**config.mk**
```make
export PLATFORM = sky130hd
export DESIGN_NAME = fifo_srl_arb
export DESIGN_NICKNAME = d
export VERILOG_FILES = /design/src/rtl/fifo_srl_arb.sv
export SDC_FILE = /design/constraint.sdc
export NUM_CORES = 1
export LEC_CHECK = 0
export BUFFER_PORTS_ARGS = -buffer_cell sky130_fd_sc_hd__buf_4
export CORE_ASPECT_RATIO = 0.9
export CORE_MARGIN = 2
export CORE_UTILIZATION = 45
export CTS_BUF_LIST = sky130_fd_sc_hd__clkbuf_2 sky130_fd_sc_hd__clkbuf_4 sky130_fd_sc_hd__clkbuf_8
export DETAILED_ROUTE_END_ITERATION = 10
export PLACE_DENSITY_LB_ADDON = 0.12
export SETUP_SLACK_MARGIN = 0.3
export SYNTH_ARGS = -nofsm -noshare
export SYNTH_HDL_FRONTEND = slang
export SYNTH_SLANG_ARGS = --single-unit
```
**constraint.sdc**
```tcl
create_clock -name clk -period 3.7 [get_ports clk]
set_clock_uncertainty 0.05 [all_clocks]
set_input_delay 0.185 -clock clk [delete_from_list [all_inputs] [get_ports clk]]
set_output_delay 0.185 -clock clk [all_outputs]
set_load 0.05 [all_outputs]
```
**src/rtl/fifo_srl_arb.sv**
```systemverilog
// fifo_srl_arb: round-robin drain of N first-word-fall-through SRL FIFOs into
// one shared downstream FIFO write port, through a one-entry registered stage.
//
// Optional feature macro: FIFO_SRL_ARB_PKT_LOCK_EN
//   defined   - a packet (words up to in_last = 1) from one port is never
//               interleaved with words from other ports
//   undefined - per-word round-robin; in_last only travels to out_last
//
// Ports
//   clk, rstn           clock, synchronous active-low reset
//   in_data  [N*WIDTH]  head words, port k at [k*WIDTH +: WIDTH]
//   in_last  [N]        end-of-packet flag of each head word
//   in_empty [N]        input FIFO empty flags
//   in_rden  [N]        pop strobes, one-hot or zero
//   out_data/out_last   staged word and its end-of-packet flag
//   out_src             input index the staged word came from
//   out_wren            downstream write strobe
//   out_full            downstream full flag
//   busy                stage holds a word or a packet lock is open
module fifo_srl_arb #(
    parameter int unsigned WIDTH  = 32,
    parameter int unsigned LOG2_N = 2
) (
    input  logic                            clk,
    input  logic                            rstn,
    input  logic [(WIDTH << LOG2_N)-1:0]    in_data,
    input  logic [(1 << LOG2_N)-1:0]        in_last,
    input  logic [(1 << LOG2_N)-1:0]        in_empty,
    output logic [(1 << LOG2_N)-1:0]        in_rden,
    output logic [WIDTH-1:0]                out_data,
    output logic                            out_last,
    output logic [LOG2_N-1:0]               out_src,
    output logic                            out_wren,
    input  logic                            out_full,
    output logic                            busy
);

    localparam int unsigned N = 1 << LOG2_N;

    typedef enum logic {ARB, LOCK} state_t;

    state_t             state_q, state_d;
    logic [LOG2_N-1:0]  ptr_q;
    logic [LOG2_N-1:0]  lock_q;
    logic               lock_load;

    logic               st_valid;
    logic [WIDTH-1:0]   st_data;
    logic               st_last;
    logic [LOG2_N-1:0]  st_src;

    logic [WIDTH-1:0]   in_word [N];
    logic [LOG2_N-1:0]  rr_idx;
    logic [LOG2_N-1:0]  rr_sel;
    logic               rr_valid;
    logic [LOG2_N-1:0]  sel;
    logic               sel_valid;
    logic               ready;
    logic               pop;

    // Split the flat data bus into per-port words
    always_comb begin
        for (int unsigned k = 0; k < N; k++) begin
            in_word[k] = in_data[k*WIDTH +: WIDTH];
        end
    end

    // Round-robin scan starting after the last granted port; ptr itself is last
    always_comb begin
        rr_idx   = '0;
        rr_sel   = '0;
        rr_valid = 1'b0;
        for (int unsigned i = 1; i <= N; i++) begin
            rr_idx = ptr_q + LOG2_N'(i);
            if (!rr_valid && !in_empty[rr_idx]) begin
                rr_sel   = rr_idx;
                rr_valid = 1'b1;
            end
        end
    end

    // Stage accepts a word when empty or when it drains this cycle
    assign ready = ~st_valid | ~out_full;

    // Next-state, grant select and pop decision
    always_comb begin
        state_d   = state_q;
        lock_load = 1'b0;
        sel       = rr_sel;
        sel_valid = rr_valid;
        if (state_q == LOCK) begin
            sel       = lock_q;
            sel_valid = ~in_empty[lock_q];
        end
        // No pop during reset: the stage is cleared at this edge and the word would be lost
        pop = ready & sel_valid & rstn;
`ifdef FIFO_SRL_ARB_PKT_LOCK_EN
        if (pop) begin
            case (state_q)
                ARB: begin
                    if (!in_last[sel]) begin
                        state_d   = LOCK;
                        lock_load = 1'b1;
                    end
                end
                LOCK: begin
                    if (in_last[sel]) begin
                        state_d = ARB;
                    end
                end
                default: state_d = ARB;
            endcase
        end
`endif
    end

    // Pop strobe to the selected port only
    always_comb begin
        in_rden      = '0;
        in_rden[sel] = pop;
    end

    // State register
    always_ff @(posedge clk) begin
        if (!rstn) begin
            state_q <= ARB;
        end else begin
            state_q <= state_d;
        end
    end

    // Stage, round-robin pointer and lock port
    always_ff @(posedge clk) begin
        if (!rstn) begin
            st_valid <= 1'b0;
            st_data  <= '0;
            st_last  <= 1'b0;
            st_src   <= '0;
            ptr_q    <= '1;
            lock_q   <= '0;
        end else begin
            if (pop) begin
                st_valid <= 1'b1;
                st_data  <= in_word[sel];
                st_last  <= in_last[sel];
                st_src   <= sel;
                ptr_q    <= sel;
            end else if (out_wren) begin
                st_valid <= 1'b0;
            end
            if (lock_load) begin
                lock_q <= sel;
            end
        end
    end

    assign out_data = st_data;
    assign out_last = st_last;
    assign out_src  = st_src;
    // The staged word is being dropped by reset, so it is not written either
    assign out_wren = st_valid & ~out_full & rstn;

`ifdef FIFO_SRL_ARB_PKT_LOCK_EN
    assign busy = st_valid | (state_q == LOCK);
`else
    assign busy = st_valid;
`endif

endmodule
```
=== Yosys cells after proc, flatten, opt, wreduce, memory -nomap -nowiden ===
Cells that the tools add are included.

* Bits in registers: 38
* Input bits: 139
* Output and inout bits: 41

* $add $sub $neg: 3
* $lt $le $gt $ge: 7
* Mux-type cells: 25
* Bitwise logic cells: 9
* Reduce and logical (&&, ||, !) cells: 10

{| class="wikitable"
|+ Operators by type and width
! cell !! count
|-
| $bmux 32 s2 || 1
|-
| $mux 32 || 2
|-
| $lt 2x3->1 const B || 5
|-
| $mux 1 || 12
|-
| $bmux 1 s2 || 5
|-
| $mux 2 || 4
|-
| $logic_not 1->1 || 5
|-
| $add 2x2->2 const B || 2
|-
| $and 1x1->1 || 4
|-
| $and 4x4->4 || 1
|-
| $logic_and 1x1->1 || 4
|-
| $ge 3x3->1 const B || 1
|-
| $not 2->3 || 1
|-
| $add 2x1->2 const B || 1
|-
| $demux 1 s2 || 1
|-
| $ge 2x1->1 const B || 1
|-
| $not 1->1 || 2
|-
| $reduce_bool 2->1 || 1
|-
| $or 1x1->1 || 1
|}

=== Depth between registers and ports, before layout ===
* Word-level depth: 17
* Gate-level depth with buffers: 7
* Depth with buffers taken out: 5

=== Worst setup path after synthesis ===
OpenSTA, ideal clock, no wires.

* Path type: register -> output
* Start point: register ptr_q[0]
* End point: output port in_rden[0]
* Arrival time: 2.251 ns
* Data required time: 3.465 ns
* Path slack: 1.214 ns
* Stages on the path, launching flop included: 6
* Path buffers: 1
* Cell sequence: dfxtp_1 -> nor2_1 -> o21ai_2 -> nand3_1 -> clkbuf_1 -> nor3_1

* Word-level cells in the longest chain between the ends: 17
* Elaborated cells on any way between the ends: 35
* Classes of those cells: add/sub: 3; order compare: 2; mux: 18; bitwise: 3; reduce/logical: 9

{| class="wikitable"
|+ Ends and longest elaborated chain
! element !! RTL line !! source
|-
| start: declaration || 43 || <nowiki>logic [LOG2_N-1:0] ptr_q;</nowiki>
|-
| start signal: assignment || 147 || <nowiki>ptr_q <= sel;</nowiki>
|-
| $add 2x2->2 || 74 || <nowiki>rr_idx = ptr_q + LOG2_N'(i);</nowiki>
|-
| $bmux 1 s2 || 75 || <nowiki>if (!rr_valid && !in_empty[rr_idx]) begin</nowiki>
|-
| $mux 1 (not written as such) || 75 ||
|-
| $logic_not 1->1 || 75 ||
|-
| $logic_and 1x1->1 || 75 ||
|-
| $mux 1 || 75 ||
|-
| $logic_not 1->1 || 75 ||
|-
| $logic_and 1x1->1 || 75 ||
|-
| $mux 1 || 75 ||
|-
| $logic_not 1->1 || 75 ||
|-
| $logic_and 1x1->1 || 75 ||
|-
| $mux 2 || 75 ||
|-
| $lt 2x3->1 (not written as such) or $ge 2x1->1 (tied branches) || 120 || <nowiki>in_rden[sel] = pop;</nowiki>
|-
| $logic_and 1x1->1 (not written as such) || 120 ||
|-
| $mux 1 (not written as such) || 120 ||
|-
| $demux 1 s2 || 120 ||
|-
| $and 4x4->4 (no source line) (*) || -- ||
|-
| end: declaration || 29 || <nowiki>output logic [(1 << LOG2_N)-1:0] in_rden,</nowiki>
|}

Mark *: on every way between the ends. The rest lies on a longest branch, timed or not. The select of a mux whose other input is x is not followed.

=== Final worst setup path ===
Ends and elaborated chain as after synthesis.

==> run_results.csv <==
group,metric,value,unit
critical_path,arrival,2.58,ns
synth,synth_top_family_by_area,"compound AO/OA/AOI/OAI gates",
critical_path,worstSetupStartpointType,"flop",
synth,yosysTopAreaCell,"dfxtp_1",
sta,maxSlewHeadroom,22.42,%
place,placed_cell_area,3829,µm²
run,drv_cap,0,
min_path,hold_path.startpoint,"in_data[41]",
routing,drtPass1Iterations,5,
critical_path,path_class,"flop to output pin",
sta,finalWorstSetupSlack,0.8871,ns
place,gp_congestion,0.8246,
synth,synthTopCellsByArea,"dfxtp_1 30%, mux2_1 8.1%, nand3_1 8.0%",
routing,viasPerCell,5.656,
clock_tree,cts_tree,"yes",
routing,drt_iter0_drc,126,
floorplan,die_h,74.84,µm
global_routing,grt_pass1_vias,2817,
clock_tree,clkLatencyLatePin,0.29,ns
routing,final_antenna_net_count,0,
global_routing,grt_start_max_net_pins,59,
synth,synth.distinct_cells,31,
place,port-buffer-count,179,
synth,netlist.area_leader.share,30.32,%
synth,synth-simple-area-share,19.60,%
floorplan,num_rows,25,
place,place_hpwl,6279,µm
synth,syn_area,2509,µm²
global_routing,grt_pass1_wl,12700,µm
synth,synth_ff_type,"dfxtp_1",
critical_path,rr_worst_depth,6,
floorplan,start_util,47.18,%
routing,drc,0,
clock_tree,cts_setup_buffers,0,
floorplan,die_area,6189,µm²
routing,routedWlPerCell,15.47,µm
sta,max_slew.worst_pin.slew,1.159,ns
critical_path,r2r_start,"ptr_q[0]",
finish,utilization,74.68,%
clock_tree,root_buffer,"clkbuf_8",
critical_path,rrSetupSlack,1.07,ns
sta,max_freq,355.5,MHz
critical_path,cp-end-kind,"output pin",
outcome,status,"completed",
sta,hold_violations,0,
synth,synth_nets,457,
synth,muxShareOfSynthArea,15.26,%
routing,num_vias,3088,
clock_tree,htreeDepth,2,
clock_tree,cts.sinks,38,
synth,synth.avg_cell_area,7.889,µm²
global_routing,grt_overflow,0,
clock_tree,path_clk_slew,0.08,ns
sta,fin_crit_sh,76.02,%
power,ir_drop,0.2612,mV
min_path,hold-path-cell-count,3,
finish,antennaDiodeCount,0,
critical_path,reg2reg_to,"out_last",
global_routing,grt_use_total,26.57,%
synth,synth-xor-area-share,0,%
synth,async_flop_share,0,%
synth,synth_seq_cells,38,
finish,nets,617,
sta,rsz0062_at_grt,"false",
clock_tree,cts_resized,0,
finish,stdcell_area,3971,µm²
power,power_leakage,1.810,nW
clock_tree,clock_path_buffers,2,
min_path,min_path_type,"input port to flop",
synth,synthAdderAreaFrac,0,%
place,place_ws,1.104,ns
sta,setup_tns,0,ns
floorplan,die_w,82.71,µm
routing,drt_wl_total,8446,µm
power,p_per_area,460.8,nW/µm²
critical_path,cp-startpoint,"ptr_q[0]",
sta,finalCriticalPeriod,2.813,ns
clock_tree,postCtsHoldBufs,0,
synth,yosys_warnings,0,
global_routing,antenna_found_initial,0,
finish,drive_above_1_share,41.54,%
synth,yosysSeqAreaShare,30.32,%
sta,setup_viol,0,
finish,area_growth,58.30,%
floorplan,core,5318,µm²
synth,synth_edf_count,0,
clock_tree,cts_made_buffers,5,
synth,netlist_instances,318,
critical_path,crit_end,"in_rden[0]",
sta,slew_viol_final,0,
synth,synth_compound_area_share,25.79,%
critical_path,worstPathRequired,3.46,ns
critical_path,worstPathMaxFanout,17,
floorplan,ios,180,
[layout by cell type (no fill, tap or decap)]
cell type / instances
a211oi_1: 15
a21boi_1: 1
a21oi_1: 18
a221oi_4: 1
a2bb2oi_1: 1
a311oi_1: 15
a31oi_1: 15
and2_1: 1
and3_2: 2
and3b_1: 1
buf_4: 185
bufinv_16: 2
clkbuf_8: 6
dfxtp_1: 38
inv_1: 16
mux2_1: 18
mux2i_1: 18
nand2_1: 51
nand2_2: 1
nand3_1: 40
nand4_1: 1
nor2_1: 5
nor2b_1: 3
nor3_1: 3
nor3b_1: 1
o21ai_1: 1
o21ai_2: 1
o21ai_4: 1
o311ai_1: 18
[state kept, by name, indices dropped and copies added (netlist names)]
register / flops
ptr_q: 2
out_data: 32
out_src: 2
busy: 1
out_last: 1
[per-layer routing]
layer	GRT usage, %	wire length, µm
met1	32.74	3410
met2	45.07	4061
met3	7.914	833
met4	8.015	140
met5	0	0
[critical path, cell delays in order, from the launching register on]
cell and delay, ns:
dfxtp_1 0.40, nor2_1 0.08, o21ai_2 0.55, nand3_1 0.67
nor3_1 0.35, buf_4 0.24
[how the worst min path moves through the flow]
stage / slack [ns] / to
global route: 0.11 / out_data[9]
CTS: 0.10 / out_data[3]
finish: 0.11 / out_data[9]
global placement: 0.39 / out_src[1]
floorplan: 0.30 / out_data[10]
detailed placement: 0.40 / out_src[1]
[synthesized netlist by cell type, types with 2 or more instances]
library cell  number
o311ai_1          18
nand2_1           51
dfxtp_1           38
buf_2              7
nand3_1           40
mux2i_1           18
buf_4              4
nor2_1             5
and3_1             2
nor2b_1            3
nor3_1             3
buf_6              3
inv_1             16
a311oi_1          15
a31oi_1           15
clkbuf_1          17
a21oi_1           18
a211oi_1          15
mux2_1            18
[power by group]
group	internal, mW	switching [mW]	leakage, nW
Clock	0.288	0.153	0.0714
Sequential	0.487	0.0438	0.318
Combinational	0.320	0.539	1.42
[kinds of logic after synthesis]
| group | count (synthesis) |
|---|---|
| AOI/OAI and AO/OA | 87 |
| buffers and inverters | 48 |
| DFF | 38 |
| muxes | 36 |
| and+or+nand+nor | 109 |
[cell type report]
class / instances / area, µm²
Multi-Input combinational cell: 232 / 1535
Inverter: 16 / 60.06
Timing Repair Buffer: 185 / 1389
Fill cell: 431 / 1346
Sequential cell: 38 / 760.7
Clock inverter: 2 / 60.06
Tap cell: 67 / 83.83
Clock buffer: 6 / 82.58
[metrics by stage]
stage	hold slack (ns)	cells	power, mW
final	0.1085	546	1.830
after global routing	0.1095	546	1.918
after CTS	0.1013	546	1.840
after detailed placement	0.3990	538	1.398
after global placement	0.3927	538	1.384
after floorplan	0.2960	318	1.112
No activity file was read; power rests on OpenSTA's default activity.
